$ cat config.mk
export PLATFORM = sky130hd
export DESIGN_NAME = vga_sync_timing_param
export DESIGN_NICKNAME = d
export VERILOG_FILES = /design/src/rtl/vga_sync_timing_param.sv
export SDC_FILE = /design/constraint.sdc
export NUM_CORES = 1
export LEC_CHECK = 0
export ABC_AREA = 1
export CORE_UTILIZATION = 25
export DETAILED_ROUTE_END_ITERATION = 8
export DONT_BUFFER_PORTS = 1
export PLACE_DENSITY_LB_ADDON = 0.25
export SYNTH_ARGS = -nofsm -noshare
export SYNTH_HDL_FRONTEND = slang
export SYNTH_SLANG_ARGS = --single-unit
$ cat constraint.sdc
create_clock -name iVGA_CLOCK -period 1.7 [get_ports iVGA_CLOCK]
set_clock_uncertainty 0.15 [all_clocks]
set_input_delay 0.255 -clock iVGA_CLOCK [delete_from_list [all_inputs] [get_ports iVGA_CLOCK]]
set_output_delay 0.255 -clock iVGA_CLOCK [all_outputs]
set_load 0.02 [all_outputs]
$ cat src/rtl/vga_sync_timing_param.sv
// Parametrised VGA raster timing generator: syncs, blank, lead-adjusted pixel request with X/Y,
// and frame/line/vblank event pulses. Every output is registered from the previous counter state.
module vga_sync_timing_param #(
   parameter int P_H_ACTIVE = 640,
   parameter int P_H_FP     = 16,
   parameter int P_H_SYNC   = 96,
   parameter int P_H_BP     = 48,
   parameter int P_V_ACTIVE = 480,
   parameter int P_V_FP     = 10,
   parameter int P_V_SYNC   = 2,
   parameter int P_V_BP     = 33,
   parameter bit P_HS_POL   = 1'b0,
   parameter bit P_VS_POL   = 1'b0,
   parameter int P_REQ_LEAD = 2,
   parameter int P_CNT_W    = 12
) (
   input  logic               iVGA_CLOCK,
   input  logic               inRESET,
   input  logic               iRESET_SYNC,
   output logic               oDATA_REQ,
   output logic [P_CNT_W-1:0] oDATA_REQ_X,
   output logic [P_CNT_W-1:0] oDATA_REQ_Y,
   output logic               oDISP_HSYNC,
   output logic               oDISP_VSYNC,
   output logic               oDISP_BLANK,
   output logic               oFRAME_START,
   output logic               oLINE_START,
   output logic               oVBLANK_START
);

   localparam int H_TOTAL     = P_H_SYNC + P_H_BP + P_H_ACTIVE + P_H_FP;
   localparam int V_TOTAL     = P_V_SYNC + P_V_BP + P_V_ACTIVE + P_V_FP;
   localparam int H_VIS_START = P_H_SYNC + P_H_BP;
   localparam int H_VIS_END   = H_VIS_START + P_H_ACTIVE;
   localparam int H_REQ_START = H_VIS_START - P_REQ_LEAD;
   localparam int H_REQ_END   = H_VIS_END - P_REQ_LEAD;
   localparam int V_VIS_START = P_V_SYNC + P_V_BP;
   localparam int V_VIS_END   = V_VIS_START + P_V_ACTIVE;
   // With no front porch the first non-visible line is line 0 of the next frame.
   localparam int V_VBL_LINE  = (P_V_FP == 0) ? 0 : V_VIS_END;

   localparam logic [P_CNT_W-1:0] C_H_LAST      = P_CNT_W'(H_TOTAL - 1);
   localparam logic [P_CNT_W-1:0] C_V_LAST      = P_CNT_W'(V_TOTAL - 1);
   localparam logic [P_CNT_W-1:0] C_H_SYNC      = P_CNT_W'(P_H_SYNC);
   localparam logic [P_CNT_W-1:0] C_V_SYNC      = P_CNT_W'(P_V_SYNC);
   localparam logic [P_CNT_W-1:0] C_H_VIS_START = P_CNT_W'(H_VIS_START);
   localparam logic [P_CNT_W-1:0] C_H_VIS_END   = P_CNT_W'(H_VIS_END);
   localparam logic [P_CNT_W-1:0] C_H_REQ_START = P_CNT_W'(H_REQ_START);
   localparam logic [P_CNT_W-1:0] C_H_REQ_END   = P_CNT_W'(H_REQ_END);
   localparam logic [P_CNT_W-1:0] C_V_VIS_START = P_CNT_W'(V_VIS_START);
   localparam logic [P_CNT_W-1:0] C_V_VIS_END   = P_CNT_W'(V_VIS_END);
   localparam logic [P_CNT_W-1:0] C_V_VBL_LINE  = P_CNT_W'(V_VBL_LINE);

   generate
      if (P_REQ_LEAD < 0 || P_REQ_LEAD > P_H_BP) begin : g_bad_lead
         $error("vga_sync_timing_param: P_REQ_LEAD must be within 0..P_H_BP");
      end
      if (P_CNT_W < 1 || P_CNT_W > 30 || (H_TOTAL - 1) >= (1 << P_CNT_W)
          || (V_TOTAL - 1) >= (1 << P_CNT_W)) begin : g_bad_width
         $error("vga_sync_timing_param: P_CNT_W cannot hold H_TOTAL-1 / V_TOTAL-1");
      end
   endgenerate

   logic [P_CNT_W-1:0] r_h;
   logic [P_CNT_W-1:0] r_v;

   logic               w_h_last;
   logic               w_v_last;
   logic               w_hsync;
   logic               w_vsync;
   logic               w_hvis;
   logic               w_vvis;
   logic               w_hreq;
   logic               w_req;
   logic [P_CNT_W-1:0] w_x;
   logic [P_CNT_W-1:0] w_y;
   logic               w_h0;

   logic               r_req;
   logic [P_CNT_W-1:0] r_x;
   logic [P_CNT_W-1:0] r_y;
   logic               r_hsync;
   logic               r_vsync;
   logic               r_blank;
   logic               r_frame_start;
   logic               r_line_start;
   logic               r_vblank_start;

   assign w_h_last = (r_h == C_H_LAST);
   assign w_v_last = (r_v == C_V_LAST);

   always_ff @(posedge iVGA_CLOCK or negedge inRESET) begin
      if (!inRESET) begin
         r_h <= '0;
         r_v <= '0;
      end else if (iRESET_SYNC) begin
         r_h <= '0;
         r_v <= '0;
      end else if (w_h_last) begin
         r_h <= '0;
         r_v <= w_v_last ? '0 : r_v + 1'b1;
      end else begin
         r_h <= r_h + 1'b1;
      end
   end

   // Region decode from the current counters; registered below so outputs lag by one clock.
   always_comb begin
      w_hsync = (r_h < C_H_SYNC);
      w_vsync = (r_v < C_V_SYNC);
      w_hvis  = (r_h >= C_H_VIS_START) && (r_h < C_H_VIS_END);
      w_vvis  = (r_v >= C_V_VIS_START) && (r_v < C_V_VIS_END);
      w_hreq  = (r_h >= C_H_REQ_START) && (r_h < C_H_REQ_END);
      w_req   = w_hreq && w_vvis;
      w_x     = w_req ? (r_h - C_H_REQ_START) : '0;
      w_y     = w_req ? (r_v - C_V_VIS_START) : '0;
      w_h0    = (r_h == '0);
   end

   // oDATA_REQ is a valid-only strobe (no ready/backpressure): while high, one pixel at
   // (oDATA_REQ_X, oDATA_REQ_Y) is requested per clock; X/Y are 0 whenever it is low.
   always_ff @(posedge iVGA_CLOCK or negedge inRESET) begin
      if (!inRESET) begin
         r_req          <= 1'b0;
         r_x            <= '0;
         r_y            <= '0;
         r_hsync        <= ~P_HS_POL;
         r_vsync        <= ~P_VS_POL;
         r_blank        <= 1'b1;
         r_frame_start  <= 1'b0;
         r_line_start   <= 1'b0;
         r_vblank_start <= 1'b0;
      end else if (iRESET_SYNC) begin
         r_req          <= 1'b0;
         r_x            <= '0;
         r_y            <= '0;
         r_hsync        <= ~P_HS_POL;
         r_vsync        <= ~P_VS_POL;
         r_blank        <= 1'b1;
         r_frame_start  <= 1'b0;
         r_line_start   <= 1'b0;
         r_vblank_start <= 1'b0;
      end else begin
         r_req          <= w_req;
         r_x            <= w_x;
         r_y            <= w_y;
         r_hsync        <= w_hsync ? P_HS_POL : ~P_HS_POL;
         r_vsync        <= w_vsync ? P_VS_POL : ~P_VS_POL;
         r_blank        <= ~(w_hvis && w_vvis);
         r_frame_start  <= w_h0 && (r_v == '0);
         r_line_start   <= w_h0;
         r_vblank_start <= w_h0 && (r_v == C_V_VBL_LINE);
      end
   end

   assign oDATA_REQ     = r_req;
   assign oDATA_REQ_X   = r_x;
   assign oDATA_REQ_Y   = r_y;
   assign oDISP_HSYNC   = r_hsync;
   assign oDISP_VSYNC   = r_vsync;
   assign oDISP_BLANK   = r_blank;
   assign oFRAME_START  = r_frame_start;
   assign oLINE_START   = r_line_start;
   assign oVBLANK_START = r_vblank_start;

endmodule

## Yosys cells after proc, flatten, opt, wreduce, memory -nomap -nowiden

Index checks and enable logic that the tools add are counted.

- Memory bits (read-only): 0
- Output and inout port bits: 31
- Word-level logic and storage cells: 55
- Flip-flop bits (word level): 55
- Memories kept: 0
- Memory bits (writable): 0
- Bits in latches: 0
- Input bits: 3

- Equal/unequal tests: 3
- Divide/modulo/power cells: 0
- Order comparisons: 8
- Multiplexer cells: 18
- Add/sub/neg operators: 4
- Reduce and logical (&&, ||, !) cells: 10
- Shift-type cells: 0
- Bitwise gates (word level): 1
- Multiply operators: 0

Operator list:

| cell | count |
|---|---|
| two-way mux 12 bit | 9 |
| equality test 12 x 10 -> 1 bit (second input constant) | 3 |
| < comparator 12 x 10 -> 1 bit (second input constant) | 3 |
| adder 12 x 1 -> 12 bit (second input constant) | 2 |
| >= comparator 12 x 8 -> 1 bit (second input constant) | 2 |
| zero test 12 bit | 2 |
| >= comparator 12 x 6 -> 1 bit (second input constant) | 1 |
| < comparator 12 x 2 -> 1 bit (second input constant) | 1 |
| < comparator 12 x 7 -> 1 bit (second input constant) | 1 |
| subtractor 12 x 6 -> 12 bit (second input constant) | 1 |
| subtractor 12 x 8 -> 12 bit (second input constant) | 1 |
| two-way mux 1 bit | 9 |
| logical AND 1 bit | 7 |
| nonzero test 2 bit | 1 |
| NOT 1 bit | 1 |

## Depth between registers and ports, before layout

- Depth in word-level cells: 5
- Gate-level depth with buffers: 11
- Depth with buffers taken out: 9

## Least setup slack after synthesis

OpenSTA, ideal clock, no wires.

- Path type: register -> register
- Start point: register r_v[0]
- End point: register r_y[2], in the netlist oDATA_REQ_Y[2]
- Setup slack: 0.005 ns
- Data arrival time: 1.419 ns
- Library setup time: 0.126 ns
- Period minus slack after synthesis: 1.695 ns
- Buffers on the path: 2
- Data required time: 1.424 ns
- Stages on the path, launching flop included: 12
- Path through: dfrtp_1 -> ha_1 -> clkbuf_2 -> inv_2 -> nand2_2 -> nand3_1 -> nand2_1 -> nand2_1 -> nor2_2 -> nand2_4 -> buf_8 -> nor2_4

- Word-level cells in the longest chain between the ends: 5
- Elaborated cells on any way between the ends: 7
- Classes of those cells: 1 x add/sub; 2 x order compare; 2 x mux; 2 x reduce/logical

Ends and longest elaborated chain:

| item | RTL line | source |
|---|---|---|
| start: declaration | 65 | `logic [P_CNT_W-1:0] r_v;` |
| start signal: assignment | 101 | `r_v <= w_v_last ? '0 : r_v + 1'b1;` |
| >= comparator 12 x 6 -> 1 bit / < comparator 12 x 10 -> 1 bit (equally long branches) | 112 | `w_vvis = (r_v >= C_V_VIS_START) && (r_v < C_V_VIS_END);` |
| logical AND 1 bit | 112 |  |
| logical AND 1 bit | 114 | `w_req = w_hreq && w_vvis;` |
| two-way mux 12 bit * | 116 | `w_y = w_req ? (r_v - C_V_VIS_START) : '0;` |
| two-way mux 12 bit * | 133 | `end else if (iRESET_SYNC) begin` |
| end signal: assignment | 146 | `r_y <= w_y;` |
| end: declaration | 81 | `logic [P_CNT_W-1:0] r_y;` |

Every way passes the cells marked *; elsewhere a longest branch is shown, timed or not.
A chain may end at the register's enable or synchronous reset.

## Worst setup path after layout

- Start point: register r_h[6]
- End point: register r_y[0], in the netlist oDATA_REQ_Y[0]

- Word-level cells in the longest chain between the ends: 5
- Elaborated cells on any way between the ends: 6
- Classes of those cells: 2 x order compare; 2 x mux; 2 x reduce/logical

Ends and longest elaborated chain:

| item | RTL line | source |
|---|---|---|
| start: declaration | 64 | `logic [P_CNT_W-1:0] r_h;` |
| start signal: assignment | 103 | `r_h <= r_h + 1'b1;` |
| >= comparator 12 x 8 -> 1 bit / < comparator 12 x 10 -> 1 bit (equally long branches) | 113 | `w_hreq = (r_h >= C_H_REQ_START) && (r_h < C_H_REQ_END);` |
| logical AND 1 bit * | 113 |  |
| logical AND 1 bit * | 114 |  |
| two-way mux 12 bit * | 116 |  |
| two-way mux 12 bit * | 133 |  |

Marks and branches as above.

==> results_dict.tcl <==
set metrics [dict create \
    flop_and_latch_count_out_of_synthesis 55 \
    finalSetupViolations 0 \
    synthCells 350 \
    syn-mean-instance-area_um2 8.426 \
    setup.worst_path.start_class "flip-flop" \
    maxCapViolCount 0 \
    grt_pass1_wl_um 12360 \
    via_per_inst 4.456 \
    cp_slowest_stage_delay_ps 440 \
    critical_path_arrival_ps 1770 \
    post_synthesis_mux_area_share 0 \
    slew_violations 0 \
    antenna_cells 0 \
    sequential_area_share_after_synthesis 0.4680 \
    drt_first_iter_violations 140 \
    number_of_rows_created_at_floorplan 39 \
    critical_path.n_buffers_inverters 1 \
    coreArea_mm2 0.01147 \
    synth-async-reset-ratio 1.000 \
    cts_num_sinks 55 \
    grtUsageTotal 0.1276 \
    critPathTopFamily "simple AND/OR/NAND/NOR gates" \
    hold_path_class "input pin to asynchronous set/reset pin" \
    fin_setup_tns_ps 0 \
    timing.critical_path.depth 8 \
    holdWs_ps -509.0 \
    hold_viol 56 \
    violations_in_the_final_reports "hold timing" \
    start_util 0.2572 \
    global_route.overflow_total 0 \
    ports_placed_on_the_boundary 34 \
    port_buffers 0 \
    grt-busiest-layer "met2" \
    synth-simple-area-share 0.3224 \
    gp_congestion 0.8338 \
    number_of_nets_in_the_final_layout 408 \
    mappedNetlistNets 358 \
    proportion_of_layout_cells_with_a_drive_suffix_above_1 0.3466 \
    holdBufCountCts 1 \
    synth_compound_gate_area_share 0.05643 \
    synth-edff-count 0 \
    htree_levels 2 \
    fmaxAchievable_ghz 0.5914 \
    timing.critical_path.slowest_stage_cell "sky130_fd_sc_hd__dfrtp_1" \
    startpoint_to_endpoint_class_of_the_critical_path "flip-flop to flip-flop" \
    synth.cell_area_mm2 0.002949 \
    met1_routing_resource_usage_after_global_routing 0.1747 \
    critPathMaxFanout 14 \
    floorplan.die.width_um 110.6 \
    finish.utilization 0.3278 \
    worstSkewPairLatency_ps 300 \
    cts_made_buffers 5 \
    outcome "finished with violations" \
    global_route.usage.met2 0.1975 \
    post_synth_fa_ha_maj_area_fraction 0.02121 \
    rr_worst_depth 8 \
    main_combinational_cell_family_by_area_after_synthesis "simple AND/OR/NAND/NOR gates" \
    postSynth.topFlopCell "sky130_fd_sc_hd__dfrtp_1" \
    fillerInstances 1179 \
    peakVddDrop_mv 0.4426 \
    met3_usage 0.03074 \
    syn2layout_area_growth_pct 27.45 \
    post-route-drc-count 0 \
    yosys_warnings 0 \
    first_global_vias 2401 \
    wl_per_cell_um 13.47 \
    cts-root-buf "sky130_fd_sc_hd__clkbuf_16" \
    tritoncts "built" \
    antenna_left 0 \
    cts_buffer_depth 2 \
    die_outline_height_um 110.6 \
    fin_crit_sh 0.9947 \
    grt_start_max_net_pins 56 \
    setup_repair_after_global_routing_missed_its_margin "yes" \
    hpwl_detailed_um 5430 \
    cts.clk_slew.worst_paths_ps 80 \
    route.final.wire_length_um 7326 \
    timing.critical_path.cells "nor2_2 > nand2_1 > a21oi_2 > o21ai_0 > nor2_2 > nand2_4 > buf_12 > nor2_1" \
    post_synth_xor_area_fraction 0.05346 \
    dr.pass1.iters 4 \
    synth.lib_cells_used.distinct 31 \
    grt_antenna_before_repair 0 \
    worst_setup_path_end_kind "flip-flop" \
    static_leakage_power_nw 1.938 \
    p_per_area_mw_per_mm2 707.1 \
    cpMostUsedCell "sky130_fd_sc_hd__nor2_2" \
    vias 2424 \
    die_outline_area_mm2 0.01223 \
    worst-endpoint-required_ps 1780 \
    final.min_clock_period_ps 1691 \
]
==> Yosys cell counts, drive strengths merged (2+ instances only) <==
library cell	instances	share of area
a21oi	13	0.025
buf	9	0.026
clkbuf	2	0.0030
dfrtp	52	0.44
dfstp	3	0.027
ha	5	0.021
inv	38	0.048
nand2	72	0.096
nand3	24	0.041
nand4	17	0.036
nor2	70	0.13
nor3	5	0.012
o21ai	18	0.032
xor2	17	0.050
==> worst paths after layout <==
kind | startpoint | end | slack (ps)
min in group iVGA_CLOCK | iRESET_SYNC | r_v[2]$_DFFE_PN0P_ | -10
worst max register to register | r_h[6]$_DFF_PN0_ | oDATA_REQ_Y[0]$_DFF_PN0_ | 9
worst min-delay path | inRESET | oDATA_REQ_Y[2]$_DFF_PN0_ | -510
max in group asynchronous | inRESET | oDISP_VSYNC$_DFF_PN1_ | 1710
worst max-delay path | r_h[6]$_DFF_PN0_ | oDATA_REQ_Y[0]$_DFF_PN0_ | 9
worst min register to register | r_v[0]$_DFFE_PN0P_ | oDATA_REQ_Y[0]$_DFF_PN0_ | 400
==> cell families after synthesis <==
| group | after synthesis |
|---|---|
| AND/OR/NAND/NOR | 191 |
| flip-flops | 55 |
| buffers and inverters | 49 |
| AO/OA/AOI/OAI | 31 |
| XOR/XNOR | 18 |
| adder cells (fa/ha/maj) | 5 |
| other | 1 |
==> layout make-up <==
type | instances | area (µm²) | area share
Clock inverter | 2 | 37.54 | 0.009987
Multi-Input combinational cell | 246 | 1445 | 0.3845
Clock buffer | 6 | 128.9 | 0.03429
Timing Repair Buffer | 54 | 439.2 | 0.1168
Sequential cell | 55 | 1386 | 0.3688
Inverter | 38 | 142.6 | 0.03795
Tap cell | 143 | 178.9 | 0.04760
==> report_power, final <==
group | internal [mW] | switching, mW
combinational | 0.0530 | 0.0658
sequential | 1.33 | 0.0212
clock | 0.697 | 0.494
==> per-layer routing <==
| layer | part of all wire | vias up |
|---|---|---|
| met5 | 0 | - |
| met4 | 0.015 | 0 |
| met3 | 0.052 | 8 |
| met2 | 0.46 | 52 |
| met1 | 0.48 | 1151 |
| li1 | - | 1213 |
==> layout by cell type (no fill, tap or decap), types with 2 or more instances in the layout <==
| cell | netlist | final |
|---|---|---|
| sky130_fd_sc_hd__ha_2 | 0 | 4 |
| sky130_fd_sc_hd__a21oi_1 | 11 | 9 |
| sky130_fd_sc_hd__a21oi_2 | 2 | 4 |
| sky130_fd_sc_hd__xor2_1 | 17 | 17 |
| sky130_fd_sc_hd__nand2_1 | 69 | 60 |
| sky130_fd_sc_hd__nand2_4 | 1 | 2 |
| sky130_fd_sc_hd__dfrtp_1 | 52 | 47 |
| sky130_fd_sc_hd__nand2_2 | 2 | 10 |
| sky130_fd_sc_hd__o21ai_0 | 17 | 13 |
| sky130_fd_sc_hd__inv_1 | 35 | 32 |
| sky130_fd_sc_hd__dfrtp_2 | 0 | 5 |
| sky130_fd_sc_hd__dfstp_2 | 3 | 3 |
| sky130_fd_sc_hd__nor2_1 | 41 | 30 |
| sky130_fd_sc_hd__o21ai_1 | 0 | 4 |
| sky130_fd_sc_hd__buf_6 | 3 | 5 |
| sky130_fd_sc_hd__buf_4 | 1 | 47 |
| sky130_fd_sc_hd__nor2_4 | 10 | 13 |
| sky130_fd_sc_hd__nand3_1 | 24 | 23 |
| sky130_fd_sc_hd__nor3_1 | 4 | 4 |
| sky130_fd_sc_hd__nor2_2 | 19 | 27 |
| sky130_fd_sc_hd__nand4_1 | 17 | 17 |
| sky130_fd_sc_hd__clkbuf_16 | 0 | 5 |
| sky130_fd_sc_hd__inv_2 | 3 | 6 |
==> through the flow <==
stage | instance area [µm²] | worst slack, ps | std cells | total power [mW]
after floorplan | 2949 | 4.622 | 350 | 1.428
after global placement | 3431 | -30.40 | 532 | 1.471
final | 3759 | 9.004 | 544 | 2.658
after detailed placement | 3431 | -23.11 | 532 | 1.471
after CTS | 3641 | -4.229 | 542 | 2.686
after global routing | 3759 | -133.1 | 544 | 2.764
==> flip-flops by register name, indices dropped and copies added (netlist names) <==
signal and cells:
oDATA_REQ_X 12, oVBLANK_START 1, r_h 12, oDISP_HSYNC 1, oDISP_VSYNC 1, oLINE_START 1
oDATA_REQ_Y 12, oDATA_REQ 1, oFRAME_START 1, oDISP_BLANK 1, r_v 12
==> what timing repair did <==
item | in CTS | in global routing
endpoints found under the setup margin | 24 | 44
hold endpoints to repair | 61 | 55
gates resized for setup | 7 | 43
pin swaps | 0 | 9
setup buffers | 1 | 2
(Power assumes the default switching activity.)
